<file path="config.mk">
export PLATFORM = sky130hd
export DESIGN_NAME = hx8352_reader
export DESIGN_NICKNAME = d
export VERILOG_FILES = /design/src/rtl/hx8352_reader.sv
export SDC_FILE = /design/constraint.sdc
export NUM_CORES = 1
export LEC_CHECK = 0
export CAP_MARGIN = 15
export CORE_ASPECT_RATIO = 0.7
export CORE_UTILIZATION = 47
export DETAILED_ROUTE_END_ITERATION = 10
export PLACE_DENSITY = 0.79
export SYNTH_ARGS = -nofsm -noshare
export SYNTH_HDL_FRONTEND = slang
export SYNTH_SLANG_ARGS = --single-unit
</file>
<file path="constraint.sdc">
create_clock -name clk -period 2.99 [get_ports clk]
set_input_delay 0.598 -clock clk [delete_from_list [all_inputs] [get_ports clk]]
set_output_delay 0.598 -clock clk [all_outputs]
set_load 0.005 [all_outputs]
</file>
<file path="src/rtl/hx8352_reader.sv">
`default_nettype none
// ============================================================================
// Module      : hx8352_reader
// Description : Read-side sequencer for the HX8352 8080-style 16-bit bus.
//               Writes the index register (RS=0, WR pulse), releases the bus,
//               then issues a burst of RD strobes and captures the returned
//               words. An optional leading dummy read is discarded.
// Revision    : 1.0 - initial release
// ============================================================================
module hx8352_reader #(
    parameter int WR_LOW_CYC  = 2,
    parameter int WR_HIGH_CYC = 2,
    parameter int TURN_CYC    = 2,
    parameter int RD_LOW_CYC  = 4,
    parameter int RD_HIGH_CYC = 3
) (
    input  logic        clk,
    input  logic        rst,
    input  logic        start,
    input  logic [15:0] reg_index,
    input  logic [7:0]  word_count,
    input  logic        dummy_read,
    output logic        busy,
    output logic [15:0] rd_data,
    output logic        rd_valid,
    output logic        done,
    output logic        lcd_cs,
    output logic        lcd_rs,
    output logic        lcd_wr,
    output logic        lcd_rd,
    output logic [15:0] lcd_data_out,
    output logic        lcd_data_oe,
    input  logic [15:0] lcd_data_in
);

    // Phase counter is 8 bits wide, so each phase length must be 1..256.
    localparam int CNT_W = 8;

    localparam logic [CNT_W-1:0] c_WR_LO_LAST = CNT_W'(WR_LOW_CYC  - 1);
    localparam logic [CNT_W-1:0] c_WR_HI_LAST = CNT_W'(WR_HIGH_CYC - 1);
    localparam logic [CNT_W-1:0] c_TURN_LAST  = CNT_W'(TURN_CYC    - 1);
    localparam logic [CNT_W-1:0] c_RD_LO_LAST = CNT_W'(RD_LOW_CYC  - 1);
    localparam logic [CNT_W-1:0] c_RD_HI_LAST = CNT_W'(RD_HIGH_CYC - 1);

    localparam logic [2:0] S_IDLE      = 3'd0;
    localparam logic [2:0] S_SETUP     = 3'd1;
    localparam logic [2:0] S_IDX_WR_LO = 3'd2;
    localparam logic [2:0] S_IDX_WR_HI = 3'd3;
    localparam logic [2:0] S_TURN      = 3'd4;
    localparam logic [2:0] S_RD_LO     = 3'd5;
    localparam logic [2:0] S_RD_HI     = 3'd6;
    localparam logic [2:0] S_DONE      = 3'd7;

    logic [2:0]       r_state;
    logic [CNT_W-1:0] r_cnt;
    // RD strobes still to issue: word_count + 1 + dummy, up to 257.
    logic [8:0]       r_rd_left;
    logic             r_dummy;
    logic             r_busy;
    logic             r_done;
    logic             r_rd_valid;
    logic [15:0]      r_rd_data;
    logic             r_cs;
    logic             r_rs;
    logic             r_wr;
    logic             r_rd;
    logic             r_oe;
    logic [15:0]      r_data_out;

    // Bus sequencer: every bus pin and status flag is set on the edge that
    // enters the phase in which it must be visible.
    always_ff @(posedge clk) begin
        if (rst) begin
            r_state    <= S_IDLE;
            r_cnt      <= '0;
            r_rd_left  <= '0;
            r_dummy    <= 1'b0;
            r_busy     <= 1'b0;
            r_done     <= 1'b0;
            r_rd_valid <= 1'b0;
            r_rd_data  <= 16'h0000;
            r_cs       <= 1'b1;
            r_rs       <= 1'b1;
            r_wr       <= 1'b1;
            r_rd       <= 1'b1;
            r_oe       <= 1'b0;
            r_data_out <= 16'h0000;
        end else begin
            r_rd_valid <= 1'b0;
            r_done     <= 1'b0;
            case (r_state)
                S_IDLE: begin
                    if (start) begin
                        r_busy     <= 1'b1;
                        r_rd_left  <= 9'(word_count) + 9'd1 + 9'(dummy_read);
                        r_dummy    <= dummy_read;
                        r_cs       <= 1'b0;
                        r_rs       <= 1'b0;
                        r_oe       <= 1'b1;
                        r_wr       <= 1'b1;
                        r_data_out <= reg_index;
                        r_cnt      <= '0;
                        r_state    <= S_SETUP;
                    end
                end
                S_SETUP: begin
                    r_wr    <= 1'b0;
                    r_cnt   <= '0;
                    r_state <= S_IDX_WR_LO;
                end
                S_IDX_WR_LO: begin
                    if (r_cnt == c_WR_LO_LAST) begin
                        r_wr    <= 1'b1;
                        r_cnt   <= '0;
                        r_state <= S_IDX_WR_HI;
                    end else begin
                        r_cnt <= r_cnt + 1'b1;
                    end
                end
                S_IDX_WR_HI: begin
                    if (r_cnt == c_WR_HI_LAST) begin
                        // Release the bus before the panel starts driving it.
                        r_rs       <= 1'b1;
                        r_oe       <= 1'b0;
                        r_data_out <= 16'h0000;
                        r_cnt      <= '0;
                        r_state    <= S_TURN;
                    end else begin
                        r_cnt <= r_cnt + 1'b1;
                    end
                end
                S_TURN: begin
                    if (r_cnt == c_TURN_LAST) begin
                        r_rd    <= 1'b0;
                        r_cnt   <= '0;
                        r_state <= S_RD_LO;
                    end else begin
                        r_cnt <= r_cnt + 1'b1;
                    end
                end
                S_RD_LO: begin
                    if (r_cnt == c_RD_LO_LAST) begin
                        // Sample on the edge that ends the low phase; the
                        // leading dummy word is dropped without a valid pulse.
                        if (!r_dummy) begin
                            r_rd_data  <= lcd_data_in;
                            r_rd_valid <= 1'b1;
                        end
                        r_dummy   <= 1'b0;
                        r_rd_left <= r_rd_left - 9'd1;
                        r_rd      <= 1'b1;
                        r_cnt     <= '0;
                        r_state   <= S_RD_HI;
                    end else begin
                        r_cnt <= r_cnt + 1'b1;
                    end
                end
                S_RD_HI: begin
                    if (r_cnt == c_RD_HI_LAST) begin
                        r_cnt <= '0;
                        if (r_rd_left != 9'd0) begin
                            r_rd    <= 1'b0;
                            r_state <= S_RD_LO;
                        end else begin
                            r_cs    <= 1'b1;
                            r_rs    <= 1'b1;
                            r_done  <= 1'b1;
                            r_state <= S_DONE;
                        end
                    end else begin
                        r_cnt <= r_cnt + 1'b1;
                    end
                end
                S_DONE: begin
                    r_busy  <= 1'b0;
                    r_state <= S_IDLE;
                end
                default: begin
                    r_state <= S_IDLE;
                end
            endcase
        end
    end

    assign busy         = r_busy;
    assign rd_data      = r_rd_data;
    assign rd_valid     = r_rd_valid;
    assign done         = r_done;
    assign lcd_cs       = r_cs;
    assign lcd_rs       = r_rs;
    assign lcd_wr       = r_wr;
    assign lcd_rd       = r_rd;
    assign lcd_data_out = r_data_out;
    assign lcd_data_oe  = r_oe;

endmodule
`default_nettype wire

</file>
* After elaboration in Yosys (flattened, before gate mapping)
Index checks and enable logic that the tools add are counted.
Cells by class: $add $sub $neg 4, equality and inequality tests 18, muxes and demuxes 39, bitwise gates (word level) 5, reductions and logical operators 23
Operators by type and width (count):
- one-hot mux 8 bit (5 select lines) | 1
- two-way mux 16 bit | 2
- two-way mux 8 bit | 4
- one-hot mux 16 bit (2 select lines) | 1
- one-hot mux 3 bit (8 select lines) | 1
- two-way mux 3 bit | 6
- two-way mux 9 bit | 2
- one-hot mux 9 bit (2 select lines) | 1
- equality test 8 x 2 -> 1 bit, second input constant | 2
- inequality test 2 bit, second input constant | 8
- two-way mux 1 bit | 13
- equality test 3 bit, second input constant | 4
- AND reduction 3 bit | 4
- AND reduction 5 bit | 2
- adder 8 x 1 -> 9 bit, second input constant | 1
- adder 9 x 1 -> 9 bit | 1
- one-hot mux 1 bit (3 select lines) | 3
- nonzero test 3 bit | 3
- nonzero test 9 bit | 1
- OR reduction 3 bit | 3
- subtractor 9 x 1 -> 9 bit, second input constant | 1
- adder 8 x 1 -> 8 bit, second input constant | 1
- equality test 8 x 1 -> 1 bit, second input constant | 1
- one-hot mux 1 bit (2 select lines) | 4
- other kinds (10) | 19
Word-level totals: register bits after elaboration 61, input port bits 44, output and inout port bits 40

* Logic depth before layout (Yosys ltp)
Gate-level depths: netlist of the first run.
depth in word-level cells 4, gate-level depth with buffers 9, depth with buffers taken out 9

* Least setup slack after synthesis of the first run
No wires, ideal clock.
kind reg2reg, start register r_cnt[1], end register r_cnt[5], arrival 2006 ps, path slack 910 ps, cell stages (with the launch flop) 8, path buffers 0, period minus slack after synthesis 2080 ps, path through dfxtp_1 -> inv_1 -> ha_1 -> mux2_2 -> a311oi_1 -> a311oi_4 -> or3_2 -> a31oi_1
On the way: cells in the longest elaborated chain, start to end 3, elaborated cells between the ends (all ways) 8, those cells by class add/sub (1); eq/ne (3); mux (4)
Ends and longest elaborated chain:
- start: declaration | line 55 | logic [CNT_W-1:0] r_cnt;
- start signal: assignment | line 117 | r_cnt <= r_cnt + 1'b1;
- start signal: assignment | line 129 | r_cnt <= r_cnt + 1'b1;
- start signal: assignment | line 138 | r_cnt <= r_cnt + 1'b1;
- adder 8 x 1 -> 8 bit, or another cell as far along
- two-way mux 8 bit, on equally long branches
- one-hot mux 8 bit (5 select lines) (*) | line 91 | case (r_state)
Mark *: on every way between the ends. The rest lies on a longest branch, timed or not. A chain may end at the register's enable or synchronous reset.

* Final worst setup path of the first run
start register r_cnt[1], end register r_cnt[2]
Same word-level chain as after synthesis.

==> flow_summary.json, run 1 <==
{
  "final.period_utilization_pct": 78.85,
  "insertedDiodeCount": 0,
  "syn-num-nets": 408,
  "post-synth-top-area-fraction_pct": 42.31,
  "worst_hold_path.num_cells": 2,
  "start_kind": "flip-flop",
  "grt_max_degree": 25,
  "die_w_um": 95.67,
  "detailroute.via_count": 2829,
  "clk_path_buf_depth": 2,
  "run_status": "completed",
  "async_flop_share_pct": 0,
  "cellInternalPower_w": 0.001833,
  "final_nets": 486,
  "timing.critical_path.slowest_stage_cell": "or3b_2",
  "netlist_top_cells_count": "nand2_1, dfxtp_1, a21oi_1, nand3_1, nor2_1",
  "globalRouteOverflowTotal": 0,
  "grt_use_total_pct": 23.73,
  "post_cts_hold_buffer_count": 0,
  "whs_endpoint": "rd_data[2]$_SDFFE_PP0P_",
  "first_pass_grt_wire_length_um": 11740,
  "synth_cell_type_count": 57,
  "max_clock_freq_mhz": 424.2,
  "cellLeakagePower_nw": 1.445,
  "worst_pin_slew_ns": 0.6473,
  "critPathCaptureType": "flip-flop",
  "hold_path_startpoint": "rd_data[2]$_SDFFE_PP0P_",
  "synth_largest_area_cell": "dfxtp_1",
  "drt_pre_antenna_iters": 4,
  "cts_clk_pin_slew_worst_paths_ns": 0.07,
  "hold_viol_final": 0,
  "detail_route.vias_per_cell": 5.483,
  "critical_path_arrival_ns": 2.62,
  "synth.top_cells.by_area": "dfxtp_1, nand2_1, a21oi_1, nand3_1, nor2_1",
  "rows": 23,
  "drt_wl_total_um": 7262,
  "route.detailed.drc": 0,
  "grt_pass1_vias": 2552,
  "slew_headroom_pct": 56.28,
  "worst-endpoint-required_ns": 3.25,
  "crit_path_max_fanout": 10,
  "grt_setup_unrepaired": "false",
  "p_sw_share_pct": 32.60,
  "clock-sinks": 61,
  "syn2layout_area_growth_pct": 38.14,
  "post_cts_resize_count": 0,
  "root_buffer": "clkbuf_8",
  "power.switching_w": 0.0008866,
  "die-height_um": 67.57,
  "timing.max_cap.violations": 0,
  "initial_antenna_violation_count": 0,
  "die_area_sq_um": 6464,
  "cpPeakStageDelay_ns": 0.51,
  "yosysMostFrequentCell": "nand2_1",
  "layout-drive-gt1-share_pct": 8.617,
  "power_density_nw_per_um2": 682.0,
  "period_minus_ws_final_ns": 2.358,
  "synth_top_flop_cell": "dfxtp_1",
  "clock_tree_from_tritoncts": "done",
  "pin_count": 84,
  "vdd_ir_drop_max_mv": 0.3391,
  "category_of_the_most_critical_setup_path": "flip-flop to flip-flop",
  "synth.yosys.warnings": 0,
  "finalWorstSetupSlack_ns": 0.6324,
  "rr_startpoint": "r_cnt[1]$_SDFFE_PP0P_",
  "power.share.clock_pct": 30.0,
  "place_congestion": 0.8425,
  "cts_post_setup_buffers_inserted": 0,
  "synth_seq_cells": 61,
  "wl_per_cell_um": 14.07,
  "synthCells": 358,
  "synth-edff-count": 0,
  "mappedNetlistArea_sq_um": 2887,
  "synth-seq-area-share_pct": 42.31,
  "first_iter_violations": 112,
  "post_place_setup_slack_ns": 0.5431,
  "fin_setup_tns_ns": 0,
  "synth_area_per_cell_sq_um": 8.063,
  "critical_path.reg2reg.endpoint": "r_cnt[2]$_SDFFE_PP0P_",
  "io_buffers": 83,
  "cts_made_buffers": 9,
  "cts_htree_levels": 3,
  "area_of_the_core_sq_um": 5813,
  "fin_worst_skew_ns": 0.007448,
  "final-setup-viol-count": 0,
  "worstPathCellList": "inv_1 -> ha_1 -> mux2_2 -> a311oi_1 -> a311oi_4 -> or3b_2 -> a31oi_1",
  "dp_hpwl_um": 5204,
  "crit_buf_inv": 1,
  "timing.reg2reg.setup_slack_ns": 0.63,
  "worst_path_dominant_cell_family": "compound AO/OA/AOI/OAI gates",
  "pwr-share-comb_pct": 31.9,
  "clock_insertion_delay_worst_skew_ns": 0.34,
  "initial_core_util_pct": 49.66,
  "share_seq_of_total_power_pct": 38.0,
  "reg2reg_depth": 7,
  "timing.final.max_slew_violations": 0,
  "holdCritPathClass": "flip-flop to flip-flop",
  "ant_nets": 0
}
## layout by cell type, fill, tap and decap left out, types with 5 or more instances in the layout
cell type	n
a21oi_1	42
a31oi_1	6
buf_4	5
clkbuf_8	10
clkdlybuf4s50_1	82
dfxtp_1	61
ha_1	6
inv_1	11
nand2_1	64
nand3_1	26
nor2_1	24
o21ai_0	12
## area by class of cell
type | count | area, sq um
clock buffers | 10 | 137.6
clock inverters | 6 | 86.33
fillers | 480 | 1826
inverters | 11 | 41.29
multi-input cells | 265 | 1544
flip-flops and latches | 61 | 1221
well taps | 75 | 93.84
repair buffers | 88 | 863.3
## cells by family after synthesis
logic type	count (synthesis)	share of synthesized area, %
xor+xnor	7	2.124
simple gates	154	26.18
compound gates	96	21.59
buf+inv	32	4.421
flops	61	42.31
mux	2	0.7802
fa+ha+maj	6	2.601
## metal layers
metal	track usage, %	wire length [um]	vias up
met5	0	0	-
met3	10.81	581	8
met2	34.73	3110	83
met1	31.11	3495	1300
met4	7.276	74	0
li1	-	-	1438
## worst register-to-register path, cell delays in order (launching register included)
cell	delay [ns]
dfxtp_1	0.41
inv_1	0.07
ha_1	0.27
mux2_2	0.30
a311oi_1	0.43
a311oi_4	0.12
or3b_2	0.51
a31oi_1	0.17
## state kept, by name, summed over array words and instances (netlist names), 3 cells and up
signal,cells
r_state,3
r_cnt,8
lcd_data_out,16
r_rd_left,9
rd_data,16
## how the worst max path moves through the flow
| stage | from | end | slack (ns) | cells past startpoint |
|---|---|---|---|---|
| 3_3_place_gp | dummy_read | r_rd_left[6]$_SDFFE_PP0P_ | 0.59 | 10 |
| 3_5_place_dp | dummy_read | r_rd_left[6]$_SDFFE_PP0P_ | 0.54 | 10 |
| 2_1_floorplan | r_cnt[1]$_SDFFE_PP0P_ | r_cnt[5]$_SDFFE_PP0P_ | 0.91 | 7 |
| 4_1_cts | r_cnt[1]$_SDFFE_PP0P_ | r_cnt[2]$_SDFFE_PP0P_ | 0.63 | 7 |
| 5_1_grt | r_rd_left[0]$_SDFFE_PP0P_ | lcd_cs$_SDFFE_PP1P_ | 0.48 | 7 |
| 6_report | r_cnt[1]$_SDFFE_PP0P_ | r_cnt[2]$_SDFFE_PP0P_ | 0.63 | 7 |
## metrics by stage
stage	util [%]	hold WS, ns	power [W]	cell area, sq um	instances
floorplan	-	0.4527	0.001574	2887	358
finish	68.60	0.4528	0.002719	3988	516
CTS	68.60	0.4556	0.002732	3988	516
global route	68.60	0.4774	0.002895	3988	516
global placement	64.74	0.4411	0.001885	3764	500
detailed placement	64.74	0.4453	0.001908	3764	500
## power by group through the flow
stage / sequential [W] / clock, W / combinational (W)
2_1_floorplan: 0.00102 / 0 / 0.000553
4_1_cts: 0.00103 / 0.000834 / 0.000866
3_3_place_gp: 0.00104 / 0 / 0.000840
6_report: 0.00103 / 0.000817 / 0.000868
5_1_grt: 0.00105 / 0.000871 / 0.000972
3_5_place_dp: 0.00105 / 0 / 0.000859
(Power assumes the default switching activity.)
==> run 2: changes to the inputs <==
==> constraint.sdc (replaced) <==
create_clock -name clk -period 2.4 [get_ports clk]
set_input_delay 0.48 -clock clk [delete_from_list [all_inputs] [get_ports clk]]
set_output_delay 0.48 -clock clk [all_outputs]
set_load 0.005 [all_outputs]
==> run 2 against run 1 <==
Via count grew 3.1%. Critical path depth is the same. Global-route usage grew 1.2 points. Worst hold slack gained 0.0030 ns. Die area is the same. Register-to-register slack lost 0.49 ns. Largest cell class unchanged. Largest power group unchanged.
==> flow_summary.json, run 2 (synthesis gave the netlist of run 1 again) <==
{
  "finalWorstSetupSlack_ns": 0.1399,
  "worst_pin_slew_ns": 0.6934,
  "detail_route.vias_per_cell": 5.554,
  "first_pass_grt_wire_length_um": 12330,
  "worst-endpoint-required_ns": 2.67,
  "die_area_sq_um": 6464,
  "initial_antenna_violation_count": 0,
  "syn2layout_area_growth_pct": 39.62,
  "rows": 23,
  "category_of_the_most_critical_setup_path": "flip-flop to flip-flop",
  "place_congestion": 0.8963,
  "cts_clk_pin_slew_worst_paths_ns": 0.08,
  "clock_insertion_delay_worst_skew_ns": 0.34,
  "detailroute.via_count": 2916,
  "insertedDiodeCount": 0,
  "die-height_um": 67.57,
  "power.switching_w": 0.001154,
  "timing.final.max_slew_violations": 0,
  "period_minus_ws_final_ns": 2.260,
  "post_cts_hold_buffer_count": 0,
  "cpPeakStageDelay_ns": 0.48,
  "p_sw_share_pct": 34.48,
  "wl_per_cell_um": 14.53,
  "power.share.clock_pct": 27.2,
  "start_kind": "flip-flop",
  "grt_max_degree": 24,
  "io_buffers": 83,
  "final-setup-viol-count": 0,
  "area_of_the_core_sq_um": 5813,
  "grt_setup_unrepaired": "false",
  "grt_use_total_pct": 24.95,
  "ant_nets": 0,
  "slew_headroom_pct": 53.16,
  "worstPathCellList": "inv_1 -> ha_1 -> mux2_2 -> a311oi_1 -> a311oi_4 -> or3_2 -> a31oi_1",
  "most-common-layout-cells": "clkdlybuf4s50_1, nand2_1, dfxtp_1",
  "grt_pass1_vias": 2774,
  "cts_made_buffers": 9,
  "clock-sinks": 61,
  "fin_worst_skew_ns": 0.01218,
  "critPathCaptureType": "flip-flop",
  "final.period_utilization_pct": 94.17,
  "initial_core_util_pct": 49.66,
  "critical_path_arrival_ns": 2.53,
  "drt_pre_antenna_iters": 4,
  "post_place_setup_slack_ns": 0.1140,
  "timing.critical_path.slowest_stage_cell": "or3_2",
  "globalRouteOverflowTotal": 0,
  "drt_wl_total_um": 7627,
  "commonest_non_fill_non_tap_cell_in_the_layout": "clkdlybuf4s50_1",
  "pin_count": 84,
  "final_nets": 495,
  "fin_setup_tns_ns": 0,
  "max_clock_freq_mhz": 442.5,
  "root_buffer": "clkbuf_8",
  "first_iter_violations": 179,
  "clk_path_buf_depth": 2,
  "route.detailed.drc": 0,
  "die_w_um": 95.67,
  "share_seq_of_total_power_pct": 37.8,
  "crit_path_max_fanout": 7,
  "run_status": "completed",
  "pwr-share-comb_pct": 35.0,
  "vdd_ir_drop_max_mv": 0.4117,
  "cts_htree_levels": 3,
  "holdCritPathClass": "flip-flop to flip-flop",
  "timing.hold.ws_ns": 0.4559,
  "cellLeakagePower_nw": 1.468,
  "layout-drive-gt1-share_pct": 10.44,
  "power_density_nw_per_um2": 830.8,
  "hold_viol_final": 0,
  "cts_post_setup_buffers_inserted": 0,
  "post_cts_resize_count": 0,
  "clock_tree_from_tritoncts": "done",
  "dp_hpwl_um": 5534,
  "cellInternalPower_w": 0.002194,
  "timing.max_cap.violations": 0
}
-- run 2: power groups by stage --
stage / registers, W / clock network, W / logic (W)
after CTS: 0.00127 / 0.000932 / 0.00117
after global placement: 0.00128 / 0 / 0.00113
after floorplan: 0.00127 / 0 / 0.000689
after detailed placement: 0.00129 / 0 / 0.00116
after global routing: 0.00129 / 0.000967 / 0.00130
final: 0.00127 / 0.000909 / 0.00117
-- run 2: worst paths after layout --
path | from | end | slack (ns) | depth (start not counted)
setup / recovery | r_cnt[1]$_SDFFE_PP0P_ | r_cnt[5]$_SDFFE_PP0P_ | 0.14 | 7
hold reg to reg | rd_data[2]$_SDFFE_PP0P_ | rd_data[2]$_SDFFE_PP0P_ | 0.46 | 2
hold / removal | rd_data[2]$_SDFFE_PP0P_ | rd_data[2]$_SDFFE_PP0P_ | 0.46 | 2
setup reg to reg | r_cnt[1]$_SDFFE_PP0P_ | r_cnt[5]$_SDFFE_PP0P_ | 0.14 | 7
-- run 2: stage by stage --
step | util, % | cells | instance area [sq um] | total power, W
after global routing | 69.33 | 525 | 4030 | 0.003561
final | 69.33 | 525 | 4030 | 0.003348
after global placement | 65.91 | 509 | 3831 | 0.002407
after floorplan | - | 358 | 2887 | 0.001961
after CTS | 69.33 | 525 | 4030 | 0.003366
after detailed placement | 65.91 | 509 | 3831 | 0.002447
-- run 2: cell type report --
cell class,count,area (sq um)
clock buffer,9,123.9
clock inverter,7,75.07
fill,489,1783
inverter,11,41.29
multi-input combinational,265,1544
sequential,61,1221
tap,75,93.84
timing repair buffer,97,930.9
-- run 2: layer usage --
metal | global-route usage (%) | up-vias | share of wire, %
met3 | 10.36 | 6 | 9.2
met2 | 37.77 | 116 | 44
met4 | 8.955 | 0 | 0.72
li1 | - | 1455 | -
met5 | 0 | - | 0
met1 | 31.92 | 1339 | 46
-- run 2: critical path, delay by kind of cell, from the launching register on --
family	cells	cell delay, ns
fa+ha+maj	1	0.25
flops	1	0.39
mux	1	0.31
buf+inv	1	0.06
compound gates	3	0.71
simple gates	1	0.48
==> run 3: changes to the inputs <==
--- a/config.mk
+++ b/config.mk
@@ -7,6 +7,7 @@
 export LEC_CHECK = 0
 export CAP_MARGIN = 15
 export CORE_ASPECT_RATIO = 0.7
+export CORE_MARGIN = 2
 export CORE_UTILIZATION = 47
 export DETAILED_ROUTE_END_ITERATION = 10
 export PLACE_DENSITY = 0.79
==> run 3 against run 2 <==
Count of clock-buffer cells in the layout rose by 4. Power up 2.5%. Largest power group unchanged. Setup slack better by 0.071 ns. Flip-flop and latch count is the same. Clock skew is 0.0047 ns lower. Combinational power down 3%.
==> flow_summary.json, run 3 (synthesis gave the netlist of run 1 again) <==
{
  "place_congestion": 0.8482,
  "timing.max_cap.violations": 0,
  "slew_headroom_pct": 54.11,
  "syn2layout_area_growth_pct": 40.01,
  "timing.final.max_slew_violations": 0,
  "drt_pre_antenna_iters": 5,
  "drt_wl_total_um": 7347,
  "commonest_non_fill_non_tap_cell_in_the_layout": "clkdlybuf4s50_1",
  "grt_use_total_pct": 22.27,
  "post_cts_hold_buffer_count": 0,
  "fin_setup_tns_ns": 0,
  "placedCellCount": 506,
  "first_pass_grt_wire_length_um": 12360,
  "worst_pin_slew_ns": 0.6795,
  "die_area_sq_um": 6794,
  "insertedDiodeCount": 0,
  "holdCritPathClass": "flip-flop to flip-flop",
  "final-setup-viol-count": 0,
  "power_density_nw_per_um2": 849.1,
  "grt_max_degree": 25,
  "hold_viol_final": 0,
  "root_buffer": "clkbuf_8",
  "instances_no_fill": 522,
  "crit_path_max_fanout": 10,
  "fin_worst_skew_ns": 0.007456,
  "clk_path_buf_depth": 2,
  "rows": 23,
  "layout-drive-gt1-share_pct": 9.620,
  "die-height_um": 69.57,
  "pin_count": 84,
  "cpPeakStageDelay_ns": 0.49,
  "initial_antenna_violation_count": 0,
  "cellLeakagePower_nw": 1.471,
  "grt_pass1_vias": 2706,
  "period_minus_ws_final_ns": 2.189,
  "worst_path_dominant_cell_family": "compound AO/OA/AOI/OAI gates",
  "timing.reg2reg.setup_slack_ns": 0.21,
  "start_kind": "flip-flop",
  "critical_path_arrival_ns": 2.46,
  "wl_per_cell_um": 14.07,
  "globalRouteOverflowTotal": 0,
  "grt_setup_unrepaired": "false",
  "clock-sinks": 61,
  "dp_hpwl_um": 5296,
  "cts_clk_pin_slew_worst_paths_ns": 0.07,
  "crit_buf_inv": 1,
  "clock_insertion_delay_worst_skew_ns": 0.34,
  "worst-endpoint-required_ns": 2.67,
  "initial_core_util_pct": 49.66,
  "first_iter_violations": 188,
  "vdd_ir_drop_max_mv": 0.3724,
  "area_of_the_core_sq_um": 5813,
  "clock_tree_from_tritoncts": "done",
  "timing.critical_path.slowest_stage_cell": "or3_2",
  "detailroute.via_count": 2869,
  "ant_nets": 0,
  "die_w_um": 97.67,
  "run_status": "completed",
  "timing.hold.ws_ns": 0.4528,
  "most-common-layout-cells": "clkdlybuf4s50_1, nand2_1, dfxtp_1",
  "route.detailed.drc": 0,
  "io_buffers": 83,
  "max_clock_freq_mhz": 456.9,
  "critPathCaptureType": "flip-flop",
  "detail_route.vias_per_cell": 5.496,
  "cts_post_setup_buffers_inserted": 0,
  "cts_made_buffers": 9,
  "final_nets": 492,
  "worstPathCellList": "inv_1 -> ha_1 -> mux2_2 -> a311oi_2 -> a311oi_4 -> or3_2 -> a31oi_1",
  "cts_htree_levels": 3,
  "final.period_utilization_pct": 91.19,
  "category_of_the_most_critical_setup_path": "flip-flop to flip-flop"
}
[run 3: cell count changes in the layout (fill, tap and decap cells not counted)]
cell	delta
a311oi_1	-1
buf_4	-3
clkbuf_1	+2
clkinvlp_4	-2
clkbuf_8	+2
bufinv_16	+1
clkinv_4	-1
inv_6	-1
clkinv_2	-1
a311oi_2	+1
[run 3: metrics by stage]
step	setup slack [ns]	cell area [sq um]	utilization, %	total power (W)
2_1_floorplan	0.3196	2887	-	0.001961
3_3_place_gp	0.1719	3809	65.52	0.002383
3_5_place_dp	0.1350	3809	65.52	0.002413
4_1_cts	0.1232	4035	69.41	0.003448
5_1_grt	0.04673	4041	69.52	0.003649
6_report	0.2113	4041	69.52	0.003432
[run 3: cell type report]
type                            instances  area, sq um
Inverter                               11        41.29
Clock inverter                          3        67.56
Fill cell                             468         1772
Tap cell                               75        93.84
Clock buffer                           13        158.9
Sequential cell                        61         1221
Multi-Input combinational cell        265         1550
Timing Repair Buffer                   94        908.4
[run 3: where the power goes]
part           switching, W  internal (W)
Sequential         0.000119       0.00116
Combinational      0.000594      0.000537
Clock              0.000383      0.000642
Total               0.00110       0.00234
[run 3: routing by layer]
metal	GRT usage [%]	vias up	wire length (um)
li1	-	1442	-
met1	28.51	1319	3323
met2	33.64	98	3200
met3	11.29	10	767
met4	5.247	0	55
met5	0	-	0
[run 3: worst reg2reg max path: stages, from the launching register on]
cell and delay [ns]:
dfxtp_1 0.39, inv_1 0.06, ha_1 0.25, mux2_2 0.31, a311oi_2 0.34, a311oi_4 0.11
or3_2 0.49, a31oi_1 0.16
[run 3: repair_timing]
action                                 in CTS  in global routing
resized for setup                           0                  1
endpoints found under the hold margin       0                  0
setup endpoints to repair                   0                  1
[run 3: path summary, 6_finish.rpt]
path                                               start                       end  cells after the start
worst max-delay path               r_cnt[1]$_SDFFE_PP0P_     r_cnt[5]$_SDFFE_PP0P_                      7
worst min-delay path            rd_data[15]$_SDFFE_PP0P_  rd_data[15]$_SDFFE_PP0P_                      2
worst max register to register     r_cnt[1]$_SDFFE_PP0P_     r_cnt[5]$_SDFFE_PP0P_                      7
worst min register to register  rd_data[15]$_SDFFE_PP0P_  rd_data[15]$_SDFFE_PP0P_                      2
